[config.mk]
export PLATFORM = sky130hd
export DESIGN_NAME = mult_div_unit_flat
export DESIGN_NICKNAME = d
export VERILOG_FILES = /design/src/rtl/mult_div_unit_if.sv /design/src/rtl/mult_div_unit.sv /design/src/flat_wrapper.sv
export SDC_FILE = /design/constraint.sdc
export NUM_CORES = 1
export LEC_CHECK = 0
export CORE_MARGIN = 8
export CORE_UTILIZATION = 30
export DETAILED_ROUTE_END_ITERATION = 10
export PLACE_DENSITY_LB_ADDON = 0.12
export SYNTH_ARGS = -nofsm -noshare
export SYNTH_HDL_FRONTEND = slang
export SYNTH_SLANG_ARGS = --single-unit
[constraint.sdc]
create_clock -name clk -period 3.53 [get_ports clk]
set_input_delay 1.059 -clock clk [delete_from_list [all_inputs] [get_ports clk]]
set_output_delay 1.059 -clock clk [all_outputs]
set_load 0.02 [all_outputs]
[src/rtl/mult_div_unit_if.sv]
// mult_div_unit_if: operand, control and result bundle between the datapath and the mult/div unit
interface mult_div_unit_if #(parameter int DATA_W = 32);
    logic              start;
    logic [1:0]        op;
    logic [DATA_W-1:0] rs_data;
    logic [DATA_W-1:0] rt_data;
    logic              hi_wr;
    logic              lo_wr;
    logic              rd_sel;
    logic              busy;
    logic              done;
    logic [DATA_W-1:0] read_data;
    modport master (output start, op, rs_data, rt_data, hi_wr, lo_wr, rd_sel, input busy, done, read_data);
    modport slave  (input start, op, rs_data, rt_data, hi_wr, lo_wr, rd_sel, output busy, done, read_data);
endinterface

[src/rtl/mult_div_unit.sv]
// mult_div_unit: iterative MULT/MULTU/DIV/DIVU with architectural HI/LO registers
module mult_div_unit #(
    parameter int DATA_W = 32,
    parameter int ITER   = 32
) (
    input logic clk,
    input logic rst,
    mult_div_unit_if.slave bus
);
    localparam int CW = $clog2(ITER);
    localparam logic [CW-1:0] LAST = CW'(ITER - 1);
    typedef enum logic [2:0] {IDLE, MUL, DIV, FIX, DONE} state_t;
    state_t              r_state, w_next;
    logic [CW-1:0]       r_cnt;
    logic [2*DATA_W-1:0] r_acc, w_prod;
    logic [DATA_W-1:0]   r_m, r_hi, r_lo, w_abs_a, w_abs_b, w_q, w_r, w_diff;
    logic [DATA_W:0]     w_sum;
    logic                r_div, r_neg_q, r_neg_r, r_bz, w_sa, w_sb, w_ge;
    assign w_sa    = ~bus.op[0] & bus.rs_data[DATA_W-1];
    assign w_sb    = ~bus.op[0] & bus.rt_data[DATA_W-1];
    assign w_abs_a = w_sa ? -bus.rs_data : bus.rs_data;
    assign w_abs_b = w_sb ? -bus.rt_data : bus.rt_data;
    assign w_sum   = {1'b0, r_acc[2*DATA_W-1:DATA_W]} + (r_acc[0] ? {1'b0, r_m} : '0);
    assign w_ge    = r_acc[2*DATA_W-1:DATA_W-1] >= {1'b0, r_m};
    assign w_diff  = r_acc[2*DATA_W-2:DATA_W-1] - r_m;
    assign w_prod  = r_neg_q ? -r_acc : r_acc;
    assign w_q     = r_acc[DATA_W-1:0];
    assign w_r     = r_acc[2*DATA_W-1:DATA_W];
    assign bus.read_data = bus.rd_sel ? r_hi : r_lo;
    // state register
    always_ff @(posedge clk) begin
        if (rst) r_state <= IDLE;
        else r_state <= w_next;
    end
    // next-state and status outputs
    always_comb begin
        w_next   = r_state;
        bus.busy = r_state != IDLE;
        bus.done = r_state == DONE;
        case (r_state)
            IDLE:     w_next = bus.start ? (bus.op[1] ? DIV : MUL) : IDLE;
            MUL, DIV: w_next = r_cnt == LAST ? FIX : r_state;
            FIX:      w_next = DONE;
            default:  w_next = IDLE;
        endcase
    end
    // operand latch, shift-add / restoring iterations, sign fix-up and HI/LO writes
    always_ff @(posedge clk) begin
        if (rst) begin
            r_cnt   <= '0;
            r_acc   <= '0;
            r_m     <= '0;
            r_hi    <= '0;
            r_lo    <= '0;
            r_div   <= 1'b0;
            r_neg_q <= 1'b0;
            r_neg_r <= 1'b0;
            r_bz    <= 1'b0;
        end else begin
            case (r_state)
                IDLE: begin
                    if (bus.hi_wr) r_hi <= bus.rs_data;
                    if (bus.lo_wr) r_lo <= bus.rs_data;
                    if (bus.start) begin
                        r_cnt   <= '0;
                        r_div   <= bus.op[1];
                        r_neg_q <= w_sa ^ w_sb;
                        r_neg_r <= w_sa;
                        r_bz    <= bus.rt_data == '0;
                        r_m     <= bus.op[1] ? w_abs_b : w_abs_a;
                        r_acc   <= {{DATA_W{1'b0}}, bus.op[1] ? w_abs_a : w_abs_b};
                    end
                end
                MUL: begin
                    r_acc <= {w_sum, r_acc[DATA_W-1:1]};
                    r_cnt <= r_cnt + 1'b1;
                end
                DIV: begin
                    r_acc <= w_ge ? {w_diff, r_acc[DATA_W-2:0], 1'b1} : {r_acc[2*DATA_W-2:0], 1'b0};
                    r_cnt <= r_cnt + 1'b1;
                end
                FIX: begin
                    if (r_div) begin
                        r_lo <= r_bz ? '1 : (r_neg_q ? -w_q : w_q);
                        r_hi <= r_neg_r ? -w_r : w_r;
                    end else begin
                        {r_hi, r_lo} <= w_prod;
                    end
                end
                default: ;
            endcase
        end
    end
endmodule

[src/flat_wrapper.sv]
// flat-port wrapper written by rule: the top's interface ports become plain ports
module mult_div_unit_flat 
#(
    parameter int DATA_W = 32,
    parameter int ITER   = 32
)
  (clk, rst, bus_start, bus_op, bus_rs_data, bus_rt_data, bus_hi_wr, bus_lo_wr, bus_rd_sel, bus_busy, bus_done, bus_read_data);
  mult_div_unit_if #(.DATA_W(DATA_W)) bus_i ();
  input logic clk;
  input logic rst;
  input wire logic [$bits(bus_i.start)-1:0] bus_start;
  input wire logic [$bits(bus_i.op)-1:0] bus_op;
  input wire logic [$bits(bus_i.rs_data)-1:0] bus_rs_data;
  input wire logic [$bits(bus_i.rt_data)-1:0] bus_rt_data;
  input wire logic [$bits(bus_i.hi_wr)-1:0] bus_hi_wr;
  input wire logic [$bits(bus_i.lo_wr)-1:0] bus_lo_wr;
  input wire logic [$bits(bus_i.rd_sel)-1:0] bus_rd_sel;
  output wire logic [$bits(bus_i.busy)-1:0] bus_busy;
  output wire logic [$bits(bus_i.done)-1:0] bus_done;
  output wire logic [$bits(bus_i.read_data)-1:0] bus_read_data;
  assign bus_i.start = bus_start;
  assign bus_i.op = bus_op;
  assign bus_i.rs_data = bus_rs_data;
  assign bus_i.rt_data = bus_rt_data;
  assign bus_i.hi_wr = bus_hi_wr;
  assign bus_i.lo_wr = bus_lo_wr;
  assign bus_i.rd_sel = bus_rd_sel;
  assign bus_busy = bus_i.busy;
  assign bus_done = bus_i.done;
  assign bus_read_data = bus_i.read_data;
  mult_div_unit #(.DATA_W(DATA_W), .ITER(ITER)) u_core (.clk(clk), .rst(rst), .bus(bus_i));
endmodule
# [Word level (Yosys, flattened, before mapping)]
# Cells that the tools add are included.
[totals] reg_bits=172 latchBits=0 ramBits=0 romBits=0 out_inout_bits=34 word_cells=69 n_memories=0
[classes] add_sub_neg=8 n_mul=0 n_div=0 magnitude_cmp=1 eq_ne=9 shift=0 muxes=25 bitwise_logic=4 n_reduce_logical=12
[ops] cell="2-to-1 mux 32 bit" n=13
[ops] cell="2-to-1 mux 64 bit" n=3
[ops] cell="one-hot mux 64 bit (3 select lines)" n=1
[ops] cell="negation 32 bit" n=4
[ops] cell="one-hot mux 32 bit (2 select lines)" n=2
[ops] cell="negation 64 bit" n=1
[ops] cell="adder 32 x 33 -> 33 bit" n=1
[ops] cell="greater-or-equal comparator 33 x 32 -> 1 bit" n=1
[ops] cell="logical NOT 32 bit" n=1
[ops] cell="subtractor 32 bit" n=1
[ops] cell="one-hot mux 5 bit (2 select lines)" n=1
[ops] cell="AND reduction 2 bit" n=5
[ops] cell="one-hot mux 3 bit (3 select lines)" n=1
[ops] cell="equality test 3 x 2 -> 1 bit (second input constant)" n=2
[ops] cell="2-to-1 mux 3 bit" n=2
[ops] cell="!= test 2 bit (second input constant)" n=3
[ops] cell="nonzero test 3 bit" n=2
[ops] cell="adder 5 x 1 -> 5 bit (second input constant)" n=1
[ops] cell="equality test 5 bit (second input constant)" n=1
[ops] cell="2-to-1 mux 5 bit" n=1
[ops] cell="nonzero test 2 bit" n=2
[ops] cell="equality test 3 x 1 -> 1 bit (second input constant)" n=1
[ops] cell="equality test 3 bit (second input constant)" n=1
[ops] cell="logical NOT 3 bit" n=1
[ops] cell="6 further kinds" n=7

# [Longest topological paths before layout]
[logic_depth] word_depth=6 depth_mapped=14 depth_no_buf=13

# [Worst setup path before layout]
# No wires, ideal clock.
[synth_timing] path_kind="input to register" startpoint="input bus_rs_data[11]" endpoint="register u_core.r_acc[29]" setup_time_ns=0.132 arrival_time_ns=3.205 t_required_ns=3.398 slack_ns=0.193 path_stages=8 path_buffers=0 path_cell_list="or4_1 or3_4 or4_4 and2b_2 a21oi_1 xor2_1 a221oi_1 nor3_1"
[synth_via] elab_chain_len=5
[synth_rtl] item="from (decl)" line_no="flat_wrapper.sv:13" rtl="input wire logic [$bits(bus_i.rs_data)-1:0] bus_rs_data;"
[synth_rtl] item="negation 32 bit" line_no="mult_div_unit.sv:21" rtl="assign w_abs_a = w_sa ? -bus.rs_data : bus.rs_data;"
[synth_rtl] item="2-to-1 mux 32 bit" line_no="mult_div_unit.sv:21"
[synth_rtl] item="2-to-1 mux 32 bit" line_no="mult_div_unit.sv:71" rtl="r_acc <= {{DATA_W{1'b0}}, bus.op[1] ? w_abs_a : w_abs_b};"
[synth_rtl] item="2-to-1 mux 64 bit" line_no="mult_div_unit.sv:64" rtl="if (bus.start) begin"
[synth_rtl] item="one-hot mux 64 bit (3 select lines)" line_no="mult_div_unit.sv:60" rtl="case (r_state)"
[synth_rtl] item="to (signal assigned)" line_no="mult_div_unit.sv:71"
[synth_rtl] item="to (signal assigned)" line_no="mult_div_unit.sv:75" rtl="r_acc <= {w_sum, r_acc[DATA_W-1:1]};"
[synth_rtl] item="to (signal assigned)" line_no="mult_div_unit.sv:79" rtl="r_acc <= w_ge ? {w_diff, r_acc[DATA_W-2:0], 1'b1} : {r_acc[2*DATA_W-2:0], 1'b0};"
[synth_rtl] item="to (decl)" line_no="mult_div_unit.sv:15" rtl="logic [2*DATA_W-1:0] r_acc, w_prod;"
# Every way passes these cells. The select of a mux whose other input is x is not followed.
# A chain may end at the register's enable or synchronous reset.

# [Worst setup path after layout]
[layout_timing] startpoint="input bus_rd_sel" endpoint="output bus_read_data[18]"
[layout_via] elab_chain_len=1
[layout_rtl] item="from (decl)" line_no="flat_wrapper.sv:17" rtl="input wire logic [$bits(bus_i.rd_sel)-1:0] bus_rd_sel;"
[layout_rtl] item="2-to-1 mux 32 bit" line_no="mult_div_unit.sv:29" rtl="assign bus.read_data = bus.rd_sel ? r_hi : r_lo;"
[layout_rtl] item="to (decl)" line_no="flat_wrapper.sv:20" rtl="output wire logic [$bits(bus_i.read_data)-1:0] bus_read_data;"
# Every way passes these cells.

==> flow_summary.yaml <==
run_status:
  run_status: "finished clean"
worst_setup_path:
  cp_num_cells: 4
  most_frequent_cell_on_the_critical_path: "sky130_fd_sc_hd__dlygate4sd2_1"
  critPathCaptureType: "primary output"
  ff2ff_setup_slack_ns: 0.12
  cp.arrival_ns: 2.39
  worst_ep_required_time_ns: 2.47
  maximum_single_stage_delay_on_the_critical_path_ns: 0.34
  critical_path_peak_fanout: 10
  critical_path_class: "input pin to primary output"
  worst-path-buf-inv: 3
  crit-reg2reg-launch: "u_core.r_acc[0]$_SDFFE_PP0P_"
  reg2reg_depth: 15
  cp_startpoint: "bus_rd_sel"
  regToRegEndpoint: "u_core.r_acc[56]$_SDFFE_PP0P_"
  critical-path-top-delay-family: "buffers and inverters"
  critPathSlowestCell: "sky130_fd_sc_hd__dlygate4sd2_1"
  timing.critical_path.cells: "dlygate4sd2_1 > bufbuf_16 > mux2_2 > dlygate4sd2_1"
  setup.worst_path.start_class: "input pin"
floorplan:
  chipWidth_um: 239
  floorplan.die.height_um: 239
  core_area_sq_um: 49000
  io_pins: 106
  floorplan.initialDensity: 0.304
  placement_rows: 81
  floorplan.die_area_sq_um: 56900
synthesis:
  largest_area_contributor_in_the_synthesized_netlist: "sky130_fd_sc_hd__dfxtp_1"
  mux_share_of_post_synthesis_cell_area: 0.0451
  yosysUniqueCellTypes: 87
  synth_top_flop_cell: "sky130_fd_sc_hd__dfxtp_1"
  ys_seq_elements: 172
  synth_simple_gate_area_share: 0.209
  seq_area_frac_synth: 0.232
  post_synthesis_adder_cell_area_fraction: 0.0616
  synth_top_area_share: 0.232
  mappedNetlistNets: 2163
  syn_avg_cell_area_sq_um: 7.36
  post_synth_instance_area_sq_um: 14900
  share_of_the_synthesized_area_in_compound_gates_ao_oa_aoi_oai: 0.293
  post_synth_arst_share: 0
  synth_top_family_by_area: "compound AO/OA/AOI/OAI gates"
  synthTopCellsByArea: "sky130_fd_sc_hd__dfxtp_1 (23%), sky130_fd_sc_hd__a21oi_1 (8.7%), sky130_fd_sc_hd__nor2_1 (6.2%)"
  synthesis.instances: 2019
  yosys.area_share.xor_xnor: 0.104
  yosysWarningCount: 0
  count_of_flip_flops_with_a_built_in_enable_after_synthesis: 0
drt:
  detailed_route_vias_per_instance: 5.62
  postRouteAntennaNets: 0
  firstDrtPassIters: 6
  drt_iter0_markers: 1561
  post_drt_wl_per_cell_um: 23.0
  wl_um: 66400
  num_vias: 16300
  remaining_drc_errors: 0
clock_network:
  clkTransAtPathRegs_ns: 0.08
  clk_latency_ns: 0.47
  clock_sinks: 172
  cts_tree: "yes"
  clock_tree.root_cell: "sky130_fd_sc_hd__clkbuf_16"
  cts-htree-levels: 4
  numCtsBuffers: 17
  clk_path_buf_depth: 2
layout:
  multiInputGateArea_sq_um: 10700
  layout.core_utilization: 0.380
  post_layout_nonfiller_instances: 2894
  seqCellArea_sq_um: 3440
  layout.cells.most_common: "sky130_fd_sc_hd__a21oi_1"
  layout-area-overhead-vs-synth_pct: 25.2
  mostFrequentLayoutCells: "sky130_fd_sc_hd__a21oi_1 (254), sky130_fd_sc_hd__nor2_1 (242), sky130_fd_sc_hd__buf_4 (206)"
  final.fill_count: 5175
  fin_nets: 2361
  num_antenna_cells: 0
  final_layout_size_suffix_gt1_frac: 0.161
place:
  routabilityCongestion: 0.929
  detailed_place_hpwl_um: 51800
  post-place-ws_ns: -0.505
  dpl.cell_count: 2859
  place.port_buffers: 105
timing:
  finalSetupViolCount: 0
  timing.clock.skew_ns: 0.0136
  tightest_slew_ns: 1.16
  clock.fmax_mhz: 290
  fin_max_slew_vios: 0
  worst_slew_margin_rel: 0.223
  grt_setup_unrepaired: "yes"
  finalHoldViolCount: 0
  timing.final.crit_share: 0.977
  layout_setup_ws_ns: 0.0802
  setup-tns-final_ns: 0
  finalWorstPathRequiredPeriod_ns: 3.45
grt:
  gr-usage-all-layers: 0.227
  gr-total-overflow: 0
  antenna_violations_before_repair: 0
  first_global_vias: 15400
  global_route_wire_length_before_repair_um: 99100
  grt_max_degree: 173
worst_hold_path:
  hp-start: "u_core.r_m[11]$_SDFFE_PP0P_"
  timing.hold.worst_endpoint: "u_core.r_m[11]$_SDFFE_PP0P_"
  hold_path.class: "flop to flop"
  hold-path-cell-count: 2
power_and_ir_drop:
  leakagePower_nw: 7.62
  ir_worst_vdd_mv: 0.361
  powerDensity_nw_per_um2: 466
run:
  cap_violations: 0
## tightest hold or removal path: cells and delay by family, from the launching register on
kind	cells	cell delay (ns)
flip-flops	1	0.32
AND/OR/NAND/NOR	1	0.05
AO/OA/AOI/OAI	1	0.05
## through the flow
stage	cell area [sq um]	hold slack (ns)	power (W)
after floorplan	14900	0.432	0.00506
after global routing	18600	0.473	0.00916
after global placement	17900	0.444	0.00668
final	18600	0.459	0.00867
after detailed placement	17900	0.451	0.00669
after CTS	18500	0.462	0.00862
## where the power goes
group	internal [W]	switching, W	leakage [nW]
Combinational	0.00174	0.00259	5.94
Sequential	0.00216	0.000233	1.41
Clock	0.000944	0.00100	0.276
Total	0.00484	0.00383	7.62
## layer usage
metal	share of wire	vias to the layer above	global-route usage
met4	0.034	0	0.0871
met2	0.42	577	0.333
li1	-	7752	-
met5	0	-	0
met3	0.068	82	0.0421
met1	0.47	7849	0.323
## flip-flops by register name, summed over array words and instances (netlist names)
register / flops
u_core.r_state: 3
u_core.r_acc: 64
u_core.r_bz: 1
u_core.r_lo: 32
u_core.r_m: 32
u_core.r_cnt: 5
u_core.r_neg_q: 1
u_core.r_neg_r: 1
u_core.r_hi: 32
u_core.r_div: 1
## kinds of logic (layout without fill, tap and decap cells)
logic type,after synthesis,after routing
AOI/OAI and AO/OA,682,682
xor gates and xnor gates,176,176
adders and majority gates,72,72
buffers and inverters,207,418
DFF,172,172
muxes,60,60
and+or+nand+nor,650,650
## Yosys cell counts (all sizes together) (36+ instances only)
master / n
ha: 70
dfxtp: 172
xor2: 91
mux2: 47
a21oi: 257
a22oi: 41
inv: 64
a31oi: 36
xnor2: 85
o21ai: 104
nor3: 56
clkbuf: 123
nor2: 248
nand2: 170
## layout make-up
type	count	share of cell area
well taps	664	0.0446
multi-input cells	1640	0.577
repair buffers	321	0.149
inverters	65	0.0133
clock buffers	18	0.0231
flip-flops and latches	172	0.185
clock inverters	14	0.00793
## worst max path at each step
stage	to	slack (ns)
6_report	bus_read_data[18]	0.08
4_1_cts	u_core.r_acc[56]$_SDFFE_PP0P_	0.01
3_3_place_gp	u_core.r_m[28]$_SDFFE_PP0P_	-0.51
2_1_floorplan	u_core.r_acc[29]$_SDFFE_PP0P_	0.19
3_5_place_dp	u_core.r_m[20]$_SDFFE_PP0P_	-0.50
5_1_grt	u_core.r_acc[56]$_SDFFE_PP0P_	-0.009
## timing repair
action | CTS | global route
pin swaps | 0 | 9
endpoints found under the setup margin | 36 | 34
setup buffers | 0 | 2
hold buffers | 0 | 0
resized for setup | 34 | 27
cloned | 1 | 0
Power figures use the tool's default switching activity.
